<file path="config.mk">
export PLATFORM = sky130hd
export DESIGN_NAME = stream_mux_arb_flat
export DESIGN_NICKNAME = d
export VERILOG_FILES = /design/src/rtl/stream_mux_arb_if.sv /design/src/rtl/stream_mux_arb.sv /design/src/flat_wrapper.sv
export SDC_FILE = /design/constraint.sdc
export NUM_CORES = 1
export LEC_CHECK = 0
export CELL_PAD_IN_SITES_DETAIL_PLACEMENT = 1
export CELL_PAD_IN_SITES_GLOBAL_PLACEMENT = 1
export CORE_MARGIN = 4
export CORE_UTILIZATION = 31
export CTS_CLUSTER_DIAMETER = 200
export DETAILED_ROUTE_END_ITERATION = 8
export HOLD_SLACK_MARGIN = 0.05
export PLACE_DENSITY_LB_ADDON = 0.1
export SYNTH_ARGS = -nofsm -noshare
export SYNTH_HDL_FRONTEND = slang
export SYNTH_SLANG_ARGS = --single-unit
</file>
<file path="constraint.sdc">
create_clock -name clk -period 5.12 [get_ports clk]
set_input_delay 1.024 -clock clk [delete_from_list [all_inputs] [get_ports clk]]
set_output_delay 1.024 -clock clk [all_outputs]
set_load 0.03 [all_outputs]
</file>
<file path="src/rtl/stream_mux_arb_if.sv">
`default_nettype none
// ============================================================================
// Module   : stream_mux_arb_if
// Brief    : Handshake bundle between N stream producers and one consumer,
//            as seen by the stream_mux_arb multiplexer.
// Revision : 1.0 - initial release
// ============================================================================
interface stream_mux_arb_if #(
    parameter int WIDTH = 8,
    parameter int NCH   = 8
);
    localparam int SELW = $clog2(NCH);

    logic                   mode;
    logic [SELW-1:0]        sel;
    logic [NCH*WIDTH-1:0]   in_data;
    logic [NCH-1:0]         in_valid;
    logic [NCH-1:0]         in_ready;
    logic [WIDTH-1:0]       out_data;
    logic [SELW-1:0]        out_chan;
    logic                   out_valid;
    logic                   out_ready;

    // master: the surrounding producers/consumer; slave: the multiplexer
    modport master (
        output mode, sel, in_data, in_valid, out_ready,
        input  in_ready, out_data, out_chan, out_valid
    );

    modport slave (
        input  mode, sel, in_data, in_valid, out_ready,
        output in_ready, out_data, out_chan, out_valid
    );
endinterface
`default_nettype wire

</file>
<file path="src/rtl/stream_mux_arb.sv">
`default_nettype none
// ============================================================================
// Module   : stream_mux_arb
// Brief    : N-to-1 registered stream mux, external select or round-robin.
// Revision : 1.0 - initial release
// ============================================================================
module stream_mux_arb #(
    parameter int WIDTH = 8,
    parameter int NCH   = 8
) (
    input  wire             clk,
    input  wire             rst_n,
    stream_mux_arb_if.slave bus
);
    localparam int SELW = $clog2(NCH);
    localparam logic [SELW-1:0] c_last_rst = SELW'(NCH - 1);

    logic [WIDTH-1:0] r_out_data;
    logic [SELW-1:0]  r_out_chan;
    logic             r_out_valid;
    logic [SELW-1:0]  r_last;

    logic             w_load_en;
    logic             w_has_winner;
    logic [SELW-1:0]  w_winner;
    logic [WIDTH-1:0] w_win_data;
    logic [NCH-1:0]   w_in_ready;

    assign w_load_en = !r_out_valid || bus.out_ready;

    // Round-robin: a lowest-index pass over channels at or below last, then a
    // pass over channels above last that overrides it, so the nearest
    // successor of last wins and the wrap stays mod NCH.
    always_comb begin
        w_has_winner = 1'b0;
        w_winner     = '0;
        if (!bus.mode) begin
            for (int k = 0; k < NCH; k++) begin
                if (bus.sel == k[SELW-1:0] && bus.in_valid[k]) begin
                    w_has_winner = 1'b1;
                    w_winner     = k[SELW-1:0];
                end
            end
        end else begin
            for (int k = NCH - 1; k >= 0; k--) begin
                if (bus.in_valid[k] && (k[SELW-1:0] <= r_last)) begin
                    w_has_winner = 1'b1;
                    w_winner     = k[SELW-1:0];
                end
            end
            for (int k = NCH - 1; k >= 0; k--) begin
                if (bus.in_valid[k] && (k[SELW-1:0] > r_last)) begin
                    w_has_winner = 1'b1;
                    w_winner     = k[SELW-1:0];
                end
            end
        end
    end

    always_comb begin
        w_win_data = '0;
        w_in_ready = '0;
        for (int k = 0; k < NCH; k++) begin
            if (w_winner == k[SELW-1:0]) begin
                w_win_data    = bus.in_data[k*WIDTH +: WIDTH];
                w_in_ready[k] = w_load_en && w_has_winner;
            end
        end
    end

    always_ff @(posedge clk or negedge rst_n) begin
        if (!rst_n) begin
            r_out_data  <= '0;
            r_out_chan  <= '0;
            r_out_valid <= 1'b0;
            r_last      <= c_last_rst;
        end else if (w_load_en) begin
            if (w_has_winner) begin
                r_out_data  <= w_win_data;
                r_out_chan  <= w_winner;
                r_out_valid <= 1'b1;
                r_last      <= w_winner;
            end else begin
                r_out_valid <= 1'b0;
            end
        end
    end

    assign bus.in_ready  = w_in_ready;
    assign bus.out_data  = r_out_data;
    assign bus.out_chan  = r_out_chan;
    assign bus.out_valid = r_out_valid;
endmodule
`default_nettype wire
</file>
<file path="src/flat_wrapper.sv">
// flat-port wrapper written by rule: the top's interface ports become plain ports
module stream_mux_arb_flat 
#(
    parameter int WIDTH = 8,
    parameter int NCH   = 8
)
  (clk, rst_n, bus_mode, bus_sel, bus_in_data, bus_in_valid, bus_out_ready, bus_in_ready, bus_out_data, bus_out_chan, bus_out_valid);
  stream_mux_arb_if #(.WIDTH(WIDTH), .NCH(NCH)) bus_i ();
  input  wire clk;
  input  wire rst_n;
  input wire logic [$bits(bus_i.mode)-1:0] bus_mode;
  input wire logic [$bits(bus_i.sel)-1:0] bus_sel;
  input wire logic [$bits(bus_i.in_data)-1:0] bus_in_data;
  input wire logic [$bits(bus_i.in_valid)-1:0] bus_in_valid;
  input wire logic [$bits(bus_i.out_ready)-1:0] bus_out_ready;
  output wire logic [$bits(bus_i.in_ready)-1:0] bus_in_ready;
  output wire logic [$bits(bus_i.out_data)-1:0] bus_out_data;
  output wire logic [$bits(bus_i.out_chan)-1:0] bus_out_chan;
  output wire logic [$bits(bus_i.out_valid)-1:0] bus_out_valid;
  assign bus_i.mode = bus_mode;
  assign bus_i.sel = bus_sel;
  assign bus_i.in_data = bus_in_data;
  assign bus_i.in_valid = bus_in_valid;
  assign bus_i.out_ready = bus_out_ready;
  assign bus_in_ready = bus_i.in_ready;
  assign bus_out_data = bus_i.out_data;
  assign bus_out_chan = bus_i.out_chan;
  assign bus_out_valid = bus_i.out_valid;
  stream_mux_arb #(.WIDTH(WIDTH), .NCH(NCH)) u_core (.clk(clk), .rst_n(rst_n), .bus(bus_i));
endmodule
</file>
## Yosys cells after proc, flatten, opt, wreduce, memory -nomap -nowiden

Cells that the tools add are included.
W data, S select, Z words.

| storage, ports and cells | value |
|---|---|
| output and inout port bits | 20 |
| register bits | 15 |
| bits of input ports | 79 |
| word-level logic and storage cells | 130 |

| cells by class | value |
|---|---|
| reduce and logical (&&, ||, !) cells | 30 |
| equality and inequality tests | 14 |
| mux-type cells | 66 |
| order comparisons | 16 |

Operators with widths:

| operator | count |
|---|---|
| $mux W8 | 8 |
| $mux W3 | 21 |
| $mux W1 | 35 |
| $logic_and A1 B1 Y1 | 25 |
| $eq A3 B3 Y1 const B | 8 |
| $eq A3 B2 Y1 const B | 4 |
| $gt A3 B3 Y1 const A | 4 |
| $le A3 B3 Y1 const A | 4 |
| $eq A3 B1 Y1 const B | 2 |
| $gt A1 B3 Y1 const A | 2 |
| $gt A2 B3 Y1 const A | 2 |
| $le A1 B3 Y1 const A | 2 |
| $le A2 B3 Y1 const A | 2 |
| $logic_not A3 Y1 | 2 |
| $mux W2 | 2 |
| $reduce_and A2 Y1 | 1 |
| $logic_not A1 Y1 | 1 |
| $logic_or A1 B1 Y1 | 1 |

## Longest topological paths before layout

| logic depth | value |
|---|---|
| word-level depth | 28 |
| mapped depth | 10 |
| mapped depth without buffers | 7 |

## Least setup slack after synthesis

OpenSTA, ideal clock, no wires.

| timing | value |
|---|---|
| path kind | input-to-output |
| from | input port bus_in_valid[1] |
| to | output port bus_in_ready[1] |
| path slack | 1.084 ns |
| cell stages on the path | 7 |
| arrival time | 3.012 ns |
| required time | 4.096 ns |
| path buffers | 1 |
| path through | or3b_1 > a21oi_2 > o22a_1 > o311a_4 > nor2_2 > buf_4 > nor3_1 |

| between the ends | value |
|---|---|
| cells in the longest elaborated chain, start to end | 14 |
| elaborated cells on any way between the ends | 42 |
| those cells by class | 1 x eq/ne; 37 x mux; 4 x reduce/logical |

RTL lines:

| item | line | RTL |
|---|---|---|
| start: declaration | flat_wrapper.sv:14 | `input wire logic [$bits(bus_i.in_valid)-1:0] bus_in_valid;` |
| $logic_and A1 B1 Y1 | stream_mux_arb.sv:46 | `if (bus.in_valid[k] && (k[SELW-1:0] <= r_last)) begin` |
| $mux W3 / $mux W1 (equally long branches) (2 in series) | stream_mux_arb.sv:46 |  |
| $mux W3 / $mux W1 (equally long branches) (8 in series) | stream_mux_arb.sv:52 | `if (bus.in_valid[k] && (k[SELW-1:0] > r_last)) begin` |
| $mux W3 / $mux W1 (equally long branches) | stream_mux_arb.sv:37 | `if (!bus.mode) begin` |
| $eq A3 B1 Y1 / $logic_and A1 B1 Y1 (equally long branches) | stream_mux_arb.sv:64, stream_mux_arb.sv:66 |  |
| $mux W1 * | stream_mux_arb.sv:64 | `if (w_winner == k[SELW-1:0]) begin` |
| end: declaration | flat_wrapper.sv:16 | `output wire logic [$bits(bus_i.in_ready)-1:0] bus_in_ready;` |

Mark *: on every way between the ends. The rest lies on a longest branch, timed or not.

## Final worst setup path

| timing | value |
|---|---|
| from | input port bus_in_valid[1] |
| to | output port bus_in_ready[6] |

| between the ends | value |
|---|---|
| cells in the longest elaborated chain, start to end | 14 |
| elaborated cells on any way between the ends | 42 |
| those cells by class | 1 x eq/ne; 37 x mux; 4 x reduce/logical |

RTL lines:

| item | line |
|---|---|
| $logic_and A1 B1 Y1 | stream_mux_arb.sv:46 |
| $mux W3 / $mux W1 (equally long branches) (2 in series) | stream_mux_arb.sv:46 |
| $mux W3 / $mux W1 (equally long branches) (8 in series) | stream_mux_arb.sv:52 |
| $mux W3 / $mux W1 (equally long branches) | stream_mux_arb.sv:37 |
| $eq A3 B3 Y1 / $logic_and A1 B1 Y1 (equally long branches) | stream_mux_arb.sv:64, stream_mux_arb.sv:66 |
| $mux W1 * | stream_mux_arb.sv:64 |

Marks and branches as above.

==> impl_metrics.env <==
export IMPL_synthTopCellsByCount="nor2_1, dfrtp_1, nand2_1"
export IMPL_cap_violations=0
export IMPL_grt_setup_unrepaired="false"
export IMPL_cp_num_buf_inv=2
export IMPL_grt_usage=0.208
export IMPL_slowest_stage="clkdlybuf4s50_1"
export IMPL_cts_max_level=1
export IMPL_fin_crit_sh=0.967
export IMPL_overflow=0
export IMPL_grt_max_degree=20
export IMPL_clock_sinks=15
export IMPL_crit_fanout=13
export IMPL_grt_pass1_vias=2378
export IMPL_routed_via_density=5.82
export IMPL_power_mw=1.04
export IMPL_drtIter0Drc=83
export IMPL_yosysMostFrequentCell="nor2_1"
export IMPL_gp_congestion=0.842
export IMPL_irDropWorstVdd_v=0.000138
export IMPL_clockRootBuffer="clkbuf_8"
export IMPL_dpl_cell_area_um2=2930
export IMPL_clk_latency_ns=0.25
export IMPL_period_needed_ns=4.95
export IMPL_drive_gt1_frac=0.178
export IMPL_multi_input_area_um2=1400
export IMPL_first_pass_iters=4
export IMPL_maxSlewViolCount=0
export IMPL_ant_nets=0
export IMPL_worst_slack_ns=0.168
export IMPL_initial_core_util=0.320
export IMPL_antenna_found_initial=0
export IMPL_vias=2201
export IMPL_yosys_warnings=0
export IMPL_syn_num_nets=285
export IMPL_max_freq_mhz=202
export IMPL_max_slew_margin=0.502
export IMPL_worst_setup_path_end_kind="primary output"
export IMPL_p_per_area_nw_per_um2=351
export IMPL_cts_setup_buffers=0
export IMPL_ys_ff_latch=15
export IMPL_dieArea_um2=7430
export IMPL_netlist_area_um2=1900
export IMPL_hold_class="reg2reg"
export IMPL_crit_family="buffers and inverters"
export IMPL_cts_hold_buf=0
export IMPL_cts_tree="done"
export IMPL_netlist_instances=206
export IMPL_fill_cells=701
export IMPL_core_area_um2=5920
export IMPL_hold_viol_final=0
export IMPL_hold_ws_ns=0.511
export IMPL_outcome="finished clean"
export IMPL_synth_edf_count=0
export IMPL_synth_area_leader_cell="dfrtp_1"
export IMPL_worst_ep_required_time_ns=4.10
export IMPL_layout_cells_non_filler=378
export IMPL_cts_resized=0
export IMPL_die_y_um=86.2
export IMPL_finalSetupViolCount=0
export IMPL_finalWirelength_um=7900
export IMPL_tns_ns=0
export IMPL_crit_path_cell_trace="clkdlybuf4s50_1 > maj3_2 > o22ai_1 > a211oi_2 > o311a_4 > nor2_2 > and3_1 > clkdlybuf4s50_1"
export IMPL_synth_top_area_frac=0.158
export IMPL_synth_cell_types=69
export IMPL_fin_skew_ns=0.00333
export IMPL_ios=99
export IMPL_fin_area_um2=2970
export IMPL_synth_area_leaders="dfrtp_1, mux2_2, dfstp_2"
export IMPL_wl_per_cell_um=20.9
export IMPL_fin_util=0.502
export IMPL_n_antenna_cell=0
export IMPL_port_buffers=98
export IMPL_dp_cells=374
export IMPL_cp_arrival_ns=3.93
export IMPL_area_delta_synth_final_pct=56.8
export IMPL_seq_area_frac_synth=0.200
export IMPL_avgSynthCellArea_um2=9.20
export IMPL_place_hpwl_um=6310
export IMPL_cp_start_kind="input port"
export IMPL_ys_async_sr_fraction=1.00
export IMPL_worstSetupPathType="in2out"
export IMPL_nets=383
export IMPL_synth_main_ff_cell="dfrtp_1"
export IMPL_slowest_delay_ns=0.68
export IMPL_cts_made_buffers=3
export IMPL_critPathMostFrequentCell="clkdlybuf4s50_1"
export IMPL_regArea_um2=379
export IMPL_cts_clk_slew_worst_paths_ns=0.07
export IMPL_drc_errors=0
export IMPL_pre_cts_ws_ns=0.190
export IMPL_grt_pass1_wl_um=12200
export IMPL_clock_path_buffers=2
export IMPL_worst_pin_slew_ns=0.744
export IMPL_p_leak_nw=1.12
export IMPL_row_count=28
export IMPL_die_w_um=86.2
-- cell type report --
class,count,share of cell area
Multi-Input combinational cell,171,0.470
Sequential cell,15,0.128
Tap cell,75,0.0316
Clock buffer,3,0.0139
Timing Repair Buffer,107,0.348
Clock inverter,1,0.00168
Inverter,6,0.00758
-- power by group --
part	total, mW	switching (mW)	leakage (nW)	internal (mW)
Clock	0.0997	0.0457	0.0255	0.0539
Combinational	0.708	0.396	0.921	0.312
Sequential	0.235	0.0635	0.169	0.171
Total	1.04	0.505	1.12	0.538
-- per-layer routing --
layer | share of wire | wire [µm] | GRT usage | up-vias
li1 | - | - | - | 1025
met2 | 0.50 | 3940 | 0.368 | 84
met4 | 0.018 | 145 | 0.0708 | 0
met3 | 0.089 | 701 | 0.0570 | 14
met5 | 0 | 0 | 0 | -
met1 | 0.39 | 3110 | 0.241 | 1078
-- cells by family (layout without fill, tap and decap cells) --
family	after synthesis	count (layout)	share of synthesized area
AO/OA/AOI/OAI	87	87	0.415
AND/OR/NAND/NOR	62	62	0.179
multiplexers	21	21	0.137
buffers and inverters	20	117	0.0634
flip-flops	15	15	0.200
adder cells (fa/ha/maj)	1	1	0.00594
-- flip-flops by register name, indices dropped and copies added, names as in the netlist --
| signal | cells |
|---|---|
| u_core.r_last | 3 |
| u_core.bus.out_data | 8 |
| u_core.bus.out_chan | 3 |
| u_core.bus.out_valid | 1 |
-- cell usage in the layout (no fill, tap or decap), types with 3 or more instances in the layout --
cell	Yosys	routed
o21ai_0	5	5
o22ai_1	4	4
a31oi_1	6	6
o32ai_1	6	6
o211a_1	3	3
o221ai_1	6	6
a21oi_1	4	4
a221oi_1	6	6
nor2_1	14	14
mux2_2	10	10
nand3_1	9	9
o211ai_1	4	4
a21o_1	3	3
clkdlybuf4s50_1	0	92
clkbuf_8	0	3
nand2b_1	6	6
inv_1	6	6
dfrtp_1	12	12
mux2_1	3	3
buf_4	4	15
a21boi_0	7	7
o211ai_2	3	3
nor3_1	4	4
nand2_1	11	11
mux2i_1	5	5
dfstp_2	3	3
o21a_1	4	4
-- worst paths after layout --
path                       cells past startpoint                   start  slack, ns                      to
max in group asynchronous                      1                   rst_n       3.44  u_core.bus.out_data[5]
min in group asynchronous                      1                   rst_n       1.21  u_core.bus.out_chan[2]
min                                            1  u_core.bus.out_chan[2]       0.51  u_core.bus.out_chan[2]
max                                            8         bus_in_valid[1]       0.17         bus_in_ready[6]
min reg2reg                                    1  u_core.bus.out_chan[2]       0.51  u_core.bus.out_chan[2]
max reg2reg                                    8        u_core.r_last[2]       1.89  u_core.bus.out_data[6]
Power figures use the tool's default switching activity.
